[src/rtl/tmds_pkg.sv]
// Shared constants and types for the DVI TMDS channel encoder.
package tmds_pkg;

  localparam int BIAS_W_DEF = 5;

  localparam logic [9:0] TOKEN_C00 = 10'b1101010100;
  localparam logic [9:0] TOKEN_C01 = 10'b0010101011;
  localparam logic [9:0] TOKEN_C10 = 10'b0101010100;
  localparam logic [9:0] TOKEN_C11 = 10'b1010101011;

  typedef logic [3:0] ones_t;

  function automatic logic [9:0] ctrl_token(input logic [1:0] ctrl);
    logic [9:0] tok;
    case (ctrl)
      2'b00:   tok = TOKEN_C00;
      2'b01:   tok = TOKEN_C01;
      2'b10:   tok = TOKEN_C10;
      default: tok = TOKEN_C11;
    endcase
    return tok;
  endfunction

endpackage

[src/rtl/tmds_ones_count8.sv]
// Combinational population count of one byte.
module tmds_ones_count8
  import tmds_pkg::*;
(
  input  logic [7:0] data,
  output ones_t      ones
);

  always_comb begin
    ones = '0;
    for (int i = 0; i < 8; i++) begin
      ones = ones + ones_t'(data[i]);
    end
  end

endmodule

[src/rtl/tmds_encoder_dvi.sv]
// DVI TMDS 8b/10b encoder for one colour channel, two-stage pipeline:
// stage 1 minimises transitions, stage 2 balances DC and muxes in control tokens.
module tmds_encoder_dvi
  import tmds_pkg::*;
#(
  parameter int BIAS_W = BIAS_W_DEF
) (
  input  logic       i_clk,
  input  logic       i_rst,
  input  logic [7:0] i_data,
  input  logic [1:0] i_ctrl,
  input  logic       i_de,
  output logic [9:0] o_tmds
);

  ones_t      n1d;
  ones_t      n1q;
  ones_t      n0q;
  logic       use_xnor;
  logic [8:0] qm_next;
  logic [8:0] q_m;
  logic       de_s1;
  logic [1:0] ctrl_s1;
  logic [9:0] sym_next;

  logic signed [BIAS_W-1:0] bias;
  logic signed [BIAS_W-1:0] bias_next;
  logic signed [BIAS_W-1:0] diff;
  logic signed [BIAS_W-1:0] two_q8;
  logic signed [BIAS_W-1:0] two_nq8;

  tmds_ones_count8 u_count_in (
    .data (i_data),
    .ones (n1d)
  );

  always_comb begin
    use_xnor   = (n1d > 4'd4) || (n1d == 4'd4 && !i_data[0]);
    qm_next    = '0;
    qm_next[0] = i_data[0];
    for (int i = 1; i < 8; i++) begin
      qm_next[i] = use_xnor ? ~(qm_next[i-1] ^ i_data[i]) : (qm_next[i-1] ^ i_data[i]);
    end
    qm_next[8] = ~use_xnor;
  end

  tmds_ones_count8 u_count_qm (
    .data (q_m[7:0]),
    .ones (n1q)
  );

  // Popcounts are zero-extended so the difference is a proper signed disparity.
  assign n0q     = 4'd8 - n1q;
  assign diff    = $signed(BIAS_W'(n1q)) - $signed(BIAS_W'(n0q));
  assign two_q8  = q_m[8] ? BIAS_W'(2) : '0;
  assign two_nq8 = q_m[8] ? '0 : BIAS_W'(2);

  always_comb begin
    sym_next  = TOKEN_C00;
    bias_next = '0;
    if (!de_s1) begin
      sym_next = ctrl_token(ctrl_s1);
    end else if (bias == '0 || n1q == n0q) begin
      sym_next  = {~q_m[8], q_m[8], q_m[8] ? q_m[7:0] : ~q_m[7:0]};
      bias_next = q_m[8] ? bias + diff : bias - diff;
    end else if ((!bias[BIAS_W-1] && n1q > n0q) || (bias[BIAS_W-1] && n0q > n1q)) begin
      sym_next  = {1'b1, q_m[8], ~q_m[7:0]};
      bias_next = bias + two_q8 - diff;
    end else begin
      sym_next  = {1'b0, q_m[8], q_m[7:0]};
      bias_next = bias - two_nq8 + diff;
    end
  end

  always_ff @(posedge i_clk) begin
    if (i_rst) begin
      q_m     <= '0;
      de_s1   <= 1'b0;
      ctrl_s1 <= 2'b00;
      o_tmds  <= TOKEN_C00;
      bias    <= '0;
    end else begin
      q_m     <= qm_next;
      de_s1   <= i_de;
      ctrl_s1 <= i_ctrl;
      o_tmds  <= sym_next;
      bias    <= bias_next;
    end
  end

endmodule

[config.mk]
export PLATFORM = sky130hd
export DESIGN_NAME = tmds_encoder_dvi
export DESIGN_NICKNAME = d
export VERILOG_FILES = /design/src/rtl/tmds_pkg.sv /design/src/rtl/tmds_ones_count8.sv /design/src/rtl/tmds_encoder_dvi.sv
export SDC_FILE = /design/constraint.sdc
export NUM_CORES = 1
export LEC_CHECK = 0
export ABC_AREA = 1
export BUFFER_PORTS_ARGS = -buffer_cell sky130_fd_sc_hd__buf_2
export CAP_MARGIN = 20
export CELL_PAD_IN_SITES_DETAIL_PLACEMENT = 1
export CELL_PAD_IN_SITES_GLOBAL_PLACEMENT = 2
export CORE_UTILIZATION = 31
export DETAILED_ROUTE_END_ITERATION = 10
export GPL_TIMING_DRIVEN = 0
export PLACE_DENSITY_LB_ADDON = 0.08
export SKIP_CTS_REPAIR_TIMING = 1
export SYNTH_ARGS = -nofsm -noshare
export SYNTH_HDL_FRONTEND = slang
export SYNTH_SLANG_ARGS = --single-unit
[constraint.sdc]
create_clock -name i_clk -period 4.4 [get_ports i_clk]
set_input_delay 0.22 -clock i_clk [delete_from_list [all_inputs] [get_ports i_clk]]
set_output_delay 0.22 -clock i_clk [all_outputs]
set_load 0.01 [all_outputs]
==> run_results.csv, run 1 <==
group,metric,value,unit
layout,drive_above_1_share,25.5,%
synth,synth_sequential_area_ratio,25.7,%
floorplan,io_pins,23,
synth,post_synth.cell_area_avg,7.70,µm²
floorplan,initial_core_util,32.5,%
timing,report.final.hold_viol_count,0,
status,failed_checks,"negative setup slack",
synth,synth.top_cells.by_area,"sky130_fd_sc_hd__dfxtp_1, sky130_fd_sc_hd__ha_1, sky130_fd_sc_hd__fa_1",
timing,timing.final.max_slew_violations,0,
place,io_buf_count,21,
place,post_detail_place_hpwl,4.13,mm
timing,tns,-0.260,ns
detailed_routing,detail_route.vias_per_cell,4.54,
grt,overflow,0,
timing,slew_headroom,60.9,%
synth,synth_top_area_cell,"sky130_fd_sc_hd__dfxtp_1",
critical_path,worstSetupEndpointType,"flop",
critical_path,category_of_the_worst_setup_path_launch_point,"flop",
timing,shortest_clock_period_the_worst_path_allows_after_layout,4.66,ns
grt,pin_count_of_the_biggest_net_entering_global_routing,18,
layout,antenna_cells_inserted,0,
floorplan,design.die.area,7110,µm²
detailed_routing,detailedRoute.firstIterationViolations,26,
cts,tritoncts,"yes",
timing,final_setup_violations,1,
floorplan,core,6460,µm²
floorplan,fp-row-count,29,
detailed_routing,vias,1757,
grt,grt_pass1_vias,1901,
job,maxCapViolations,0,
timing,grt_setup_unrepaired,"true",
status,run_status,"complete, but fails checks",
synth,yosys_warnings,0,
detailed_routing,drt-total-wl,4.97,mm
critical_path,worst-path-max-fanout,5,
cts,clockBufferDepth,2,
timing,setup_slack,-0.260,ns
layout,layout_area_growth_over_synthesis,23.6,%
detailed_routing,route.antenna.remaining_nets,0,
layout,finish.net_count,361,
synth,netlist_area_pre_place,2100,µm²
cts,worst_skew_late_latency,0.28,ns
detailed_routing,drt_pass1_iterations,4,
cts,cts_max_level,1,
critical_path,crit_required,4.59,ns
timing,achievable-frequency,0.215,GHz
cts,clk_pin_slew_worst_paths,0.11,ns
floorplan,die_h,84.3,µm
timing,finalClockSkew,0.00599,ns
detailed_routing,wl_per_cell,12.8,µm
layout,layout.cells.most_common,"sky130_fd_sc_hd__inv_1",
cts,numCtsBuffers,3,
critical_path,setup.worst_path.class,"reg2reg",
layout,final_cell_mix,"sky130_fd_sc_hd__inv_1, sky130_fd_sc_hd__nand2_1, sky130_fd_sc_hd__dfxtp_1, sky130_fd_sc_hd__buf_2, sky130_fd_sc_hd__nand3_1",
synth,synth_cell_type_count,26,
place,dpl_worst_slack,-0.659,ns
critical_path,critical_path_arrival,4.85,ns
grt,grt.total_usage,15.5,%
timing,worst_slew_pin_tran,0.581,ns
cts,cts_num_sinks,27,
grt,number_of_antenna_violations_at_the_first_check_in_global_routing,0,
detailed_routing,drt_drc_violations_left,0,
synth,synthesis.instances,273,
worst_hold_path,min-delay-path-class,"in2reg",
synth,netlist.area_leader.share,25.7,%
grt,grt_pass1_wl,8.77,mm
synth,postSynthRegisterBits,27,
place,place_congestion,0.764,
layout,final_core_util,40.2,%
cts,clock_tree_root_buffer_cell,"sky130_fd_sc_hd__clkbuf_8",
floorplan,chipWidth,84.3,µm
timing,layout_worst_path_cycle_share,106,%
synth,mapped_nets,323,
==> state kept, by name (all words and copies together), names as in the netlist, named ones only <==
signal,cells
de_s1,1
bias,4
o_tmds,10
ctrl_s1,2
q_m,9
==> kinds of logic (layout without fill, tap and decap cells) <==
group	count (synthesis)	after routing	synth area share, %
adder cells (fa/ha/maj)	37	37	26.7
buffers and inverters	62	99	11.3
AND/OR/NAND/NOR	102	102	21.0
flip-flops	27	27	25.7
AO/OA/AOI/OAI	30	30	7.62
XOR/XNOR	15	15	7.68
==> per-layer routing <==
metal	track usage, %	vias to the layer above	routed length [µm]
met1	18.2	829	2150
met3	2.06	4	88
met4	2.35	0	34
met2	30.3	15	2700
li1	-	909	-
met5	0	-	0
==> layout make-up <==
cell class,count,area (µm²)
Timing Repair Buffer,33,195
Clock buffer,3,41.3
Multi-Input combinational cell,184,1470
Clock inverter,1,8.76
Fill cell,837,3860
Buffer,3,12.5
Inverter,59,226
Sequential cell,27,543
Tap cell,77,96.3
==> path summary, 6_finish.rpt <==
check / startpoint / to / slack (ns) / cells after the start
setup / recovery: q_m[1]$_SDFF_PP0_ / bias[4]$_SDFF_PP0_ / -0.26 / 25
hold / removal: i_de / de_s1$_SDFF_PP0_ / 0.13 / 3
setup reg to reg: q_m[1]$_SDFF_PP0_ / bias[4]$_SDFF_PP0_ / -0.26 / 25
hold reg to reg: flop / flop / 0.46 / 2
==> worst max-delay path: stages, from the launching register on <==
cell	delay (ns)
sky130_fd_sc_hd__dfxtp_2	0.35
sky130_fd_sc_hd__ha_4	0.26
sky130_fd_sc_hd__inv_2	0.03
sky130_fd_sc_hd__fa_1	0.51
sky130_fd_sc_hd__fa_1	0.44
sky130_fd_sc_hd__fa_2	0.39
sky130_fd_sc_hd__fa_2	0.60
sky130_fd_sc_hd__nand2_4	0.09
sky130_fd_sc_hd__ha_4	0.29
sky130_fd_sc_hd__nand2_1	0.10
sky130_fd_sc_hd__nand2_4	0.09
sky130_fd_sc_hd__nand2_4	0.08
sky130_fd_sc_hd__nand2_4	0.09
sky130_fd_sc_hd__nand2_4	0.06
sky130_fd_sc_hd__nand2_4	0.09
sky130_fd_sc_hd__ha_4	0.22
sky130_fd_sc_hd__nand2_1	0.08
sky130_fd_sc_hd__nand2_1	0.09
sky130_fd_sc_hd__a31oi_4	0.17
sky130_fd_sc_hd__nand3_1	0.10
sky130_fd_sc_hd__nand3_1	0.10
sky130_fd_sc_hd__nand3_1	0.08
sky130_fd_sc_hd__nand2_2	0.10
sky130_fd_sc_hd__nand2_2	0.05
sky130_fd_sc_hd__nand2_1	0.06
sky130_fd_sc_hd__nor2_1	0.04
==> cells in the mapped netlist <==
| master | count |
|---|---|
| sky130_fd_sc_hd__nand3_1 | 22 |
| sky130_fd_sc_hd__buf_1 | 1 |
| sky130_fd_sc_hd__xnor2_2 | 1 |
| sky130_fd_sc_hd__a21oi_1 | 11 |
| sky130_fd_sc_hd__fa_1 | 13 |
| sky130_fd_sc_hd__nor3_1 | 1 |
| sky130_fd_sc_hd__clkbuf_1 | 1 |
| sky130_fd_sc_hd__buf_2 | 1 |
| sky130_fd_sc_hd__inv_4 | 1 |
| sky130_fd_sc_hd__nand2_4 | 1 |
| sky130_fd_sc_hd__o21ai_0 | 11 |
| sky130_fd_sc_hd__o22ai_1 | 1 |
| sky130_fd_sc_hd__inv_1 | 55 |
| sky130_fd_sc_hd__xor2_2 | 3 |
| sky130_fd_sc_hd__nand2_1 | 51 |
| sky130_fd_sc_hd__nand2_2 | 8 |
| sky130_fd_sc_hd__dfxtp_1 | 27 |
| sky130_fd_sc_hd__ha_1 | 24 |
| sky130_fd_sc_hd__inv_2 | 3 |
| sky130_fd_sc_hd__xnor2_1 | 2 |
| sky130_fd_sc_hd__xor2_1 | 9 |
| sky130_fd_sc_hd__o21ai_1 | 2 |
| sky130_fd_sc_hd__nor2_1 | 18 |
| sky130_fd_sc_hd__or2_2 | 1 |
| sky130_fd_sc_hd__a31oi_1 | 3 |
| sky130_fd_sc_hd__o31ai_1 | 2 |
==> per-stage QoR <==
stage	instance area, µm²	hold WS [ns]	std cells
after floorplan	2160	0.327	273
after global placement	2360	0.422	371
after detailed placement	2360	0.431	371
after CTS	2410	0.124	375
after global routing	2600	0.134	387
final	2600	0.129	387
Power of run 1 is left out: the tool's default activity adds up to more than one toggle a clock period on the data nets, which glitch-free logic cannot reach.
==> inputs of run 2 (changes only) <==
--- a/config.mk
+++ b/config.mk
@@ -14,7 +14,6 @@
 export DETAILED_ROUTE_END_ITERATION = 10
 export GPL_TIMING_DRIVEN = 0
 export PLACE_DENSITY_LB_ADDON = 0.08
-export SKIP_CTS_REPAIR_TIMING = 1
 export SYNTH_ARGS = -nofsm -noshare
 export SYNTH_HDL_FRONTEND = slang
 export SYNTH_SLANG_ARGS = --single-unit
==> run 2 against run 1 <==
Net effect:
- critical path depth grew 1
- die area unchanged
- critical endpoint unchanged
- critical path type unchanged
- non-clock buffer count down 6
- global-route usage grew 0.10 points
- cell count shrank 1.6%
- the flow still finishes with violations (negative setup slack)
- hold slack got worse by 0.00057 ns
- register-to-register slack improved by 0.12 ns
==> run_results.csv, run 2 (synthesis gave the netlist of run 1 again) <==
group,metric,value,unit
critical_path,worst_path_most_repeated_cell,"sky130_fd_sc_hd__nand2_4",
detailed_routing,wl_per_cell,12.8,µm
layout,layout_area_growth_over_synthesis,20.6,%
detailed_routing,detailedRoute.firstIterationViolations,38,
floorplan,initial_core_util,32.5,%
floorplan,core,6460,µm²
layout,largest_register_ff_count,10,
cts,cts_num_sinks,27,
layout,postLayoutCellArea,2530,µm²
timing,timing.final.max_slew_violations,0,
layout,antenna_cells_inserted,0,
timing,worst_slew_pin_tran,0.581,ns
timing,grt_setup_unrepaired,"true",
layout,reg.largest.list,"o_tmds (10), q_m (9), bias (4)",
timing,slew_headroom,60.9,%
critical_path,critical_path.top_delay_family,"adder cells",
layout,layout.cells.most_common,"sky130_fd_sc_hd__inv_1",
place,post_dp_cell_area,2360,µm²
grt,grt.total_usage,15.6,%
status,run_status,"complete, but fails checks",
cts,cts_max_level,1,
floorplan,chipWidth,84.3,µm
layout,drive_above_1_share,22.7,%
layout,finish.net_count,355,
timing,shortest_clock_period_the_worst_path_allows_after_layout,4.54,ns
worst_hold_path,hold_path_startpoint,"i_de",
worst_hold_path,hold_path_end,"de_s1$_SDFF_PP0_",
critical_path,number_of_buffers_and_inverters_on_the_critical_path,2,
cts,clock_tree_root_buffer_cell,"sky130_fd_sc_hd__clkbuf_8",
detailed_routing,routed-wl-met2,2.62,mm
detailed_routing,dr_wl_met3,90,µm
critical_path,reg_to_reg_setup_timing_slack,-0.14,ns
detailed_routing,top_signal_layer_used,"met4",
detailed_routing,route.antenna.remaining_nets,0,
cts,worst_skew_late_latency,0.28,ns
grt,overflow,0,
layout,most_flops_register,"o_tmds",
timing,finalClockSkew,0.00650,ns
critical_path,regToRegEndpoint,"bias[4]$_SDFF_PP0_",
timing,final_setup_violations,1,
detailed_routing,drt_pass1_iterations,4,
critical_path,timing.critical_path.slowest_stage_cell,"sky130_fd_sc_hd__fa_2",
layout,stdcell_count,381,
grt,pin_count_of_the_biggest_net_entering_global_routing,18,
place,dp_cells,371,
critical_path,crit_required,4.59,ns
timing,setup_slack,-0.136,ns
place,place_congestion,0.764,
timing,report.final.hold_viol_count,0,
cts,holdBufCountCts,0,
critical_path,worst-path-max-fanout,4,
floorplan,die_h,84.3,µm
grt,grt_pass1_wl,8.80,mm
grt,number_of_antenna_violations_at_the_first_check_in_global_routing,0,
detailed_routing,vias,1741,
critical_path,ff2ff_path_depth,26,
timing,achievable-frequency,0.220,GHz
layout,final_cell_mix,"sky130_fd_sc_hd__inv_1, sky130_fd_sc_hd__nand2_1, sky130_fd_sc_hd__dfxtp_1, sky130_fd_sc_hd__buf_2, sky130_fd_sc_hd__nand3_1",
critical_path,critical_path_arrival,4.72,ns
place,post_detail_place_hpwl,4.13,mm
critical_path,crit_path_max_incr_delay,0.58,ns
cts,clockBufferDepth,2,
job,maxCapViolations,0,
critical_path,category_of_the_worst_setup_path_launch_point,"flop",
critical_path,worst_r2r_startpoint,"q_m[1]$_SDFF_PP0_",
cts,numCtsBuffers,3,
worst_hold_path,min_delay_path_depth,3,
critical_path,worstSetupEndpointType,"flop",
worst_hold_path,min-delay-path-class,"in2reg",
status,failed_checks,"negative setup slack",
floorplan,fp-row-count,29,
detailed_routing,detail_route.vias_per_cell,4.57,
detailed_routing,detailed_route_wire_length_on_metal_1,2.11,mm
detailed_routing,drt_drc_violations_left,0,
detailed_routing,drt-total-wl,4.86,mm
cts,tritoncts,"yes",
cts,clk_pin_slew_worst_paths,0.11,ns
floorplan,io_pins,23,
critical_path,setup.worst_path.class,"reg2reg",
place,io_buf_count,21,
timing,layout_worst_path_cycle_share,103,%
floorplan,design.die.area,7110,µm²
grt,grt_pass1_vias,1926,
-- run 2: per-layer routing --
| layer | vias up | global-route usage, % |
|---|---|---|
| met3 | 4 | 2.06 |
| li1 | 896 | - |
| met1 | 824 | 18.1 |
| met4 | 0 | 2.35 |
| met5 | - | 0 |
| met2 | 17 | 30.8 |
-- run 2: repair_timing --
action                                 CTS  global route
endpoints found under the hold margin    0             0
resized for setup                       13             3
setup endpoints to repair                6             2
setup buffers                            6             0
pin swaps                                8             1
-- run 2: worst register-to-register path, cell delays in order, from the launching register on --
cell and delay, ns:
sky130_fd_sc_hd__dfxtp_2 0.35, sky130_fd_sc_hd__ha_4 0.25, sky130_fd_sc_hd__inv_1 0.04, sky130_fd_sc_hd__fa_1 0.49, sky130_fd_sc_hd__fa_1 0.43, sky130_fd_sc_hd__fa_2 0.38, sky130_fd_sc_hd__fa_2 0.58, sky130_fd_sc_hd__nand2_4 0.07
sky130_fd_sc_hd__ha_4 0.28, sky130_fd_sc_hd__inv_2 0.04, sky130_fd_sc_hd__nand2_2 0.06, sky130_fd_sc_hd__nand2_2 0.06, sky130_fd_sc_hd__nand2_4 0.11, sky130_fd_sc_hd__nand2_4 0.08, sky130_fd_sc_hd__nand2_4 0.08, sky130_fd_sc_hd__nand2_4 0.07
sky130_fd_sc_hd__ha_4 0.24, sky130_fd_sc_hd__nand2_1 0.06, sky130_fd_sc_hd__nand2_1 0.07, sky130_fd_sc_hd__a31oi_4 0.17, sky130_fd_sc_hd__nand3_1 0.09, sky130_fd_sc_hd__nand3_1 0.10, sky130_fd_sc_hd__nand3_1 0.09, sky130_fd_sc_hd__nand2_2 0.10
sky130_fd_sc_hd__nand2_1 0.06, sky130_fd_sc_hd__nand2_1 0.06, sky130_fd_sc_hd__nor2_1 0.04
-- run 2: how the worst max path moves through the flow --
stage	slack, ns	cells after the start	to	start
final	-0.14	26	bias[4]$_SDFF_PP0_	q_m[1]$_SDFF_PP0_
after CTS	-0.19	27	bias[4]$_SDFF_PP0_	q_m[1]$_SDFF_PP0_
after detailed placement	-0.66	26	bias[4]$_SDFF_PP0_	q_m[0]$_SDFF_PP0_
after global routing	-0.40	27	bias[4]$_SDFF_PP0_	q_m[1]$_SDFF_PP0_
after floorplan	-0.07	26	bias[4]$_SDFF_PP0_	q_m[0]$_SDFF_PP0_
after global placement	-0.60	26	bias[4]$_SDFF_PP0_	q_m[0]$_SDFF_PP0_
-- run 2: stage by stage --
step | util, % | worst slack (ns) | TNS [ns] | hold slack (ns)
floorplan | - | -0.0708 | -0.0708 | 0.327
finish | 39.2 | -0.136 | -0.136 | 0.129
global route | 39.2 | -0.396 | -0.396 | 0.134
CTS | 38.9 | -0.189 | -0.189 | 0.124
detailed placement | 36.6 | -0.659 | -0.962 | 0.431
global placement | 36.6 | -0.598 | -0.836 | 0.422
-- run 2: final cells by class --
cell class	instances	area (µm²)
buffer	3	12.5
clock buffer	3	41.3
multi-input combinational	184	1460
tap	77	96.3
fill	853	3930
timing repair buffer	27	150
clock inverter	1	8.76
sequential	27	543
inverter	59	224
Power of run 2 is left out for the same reason.
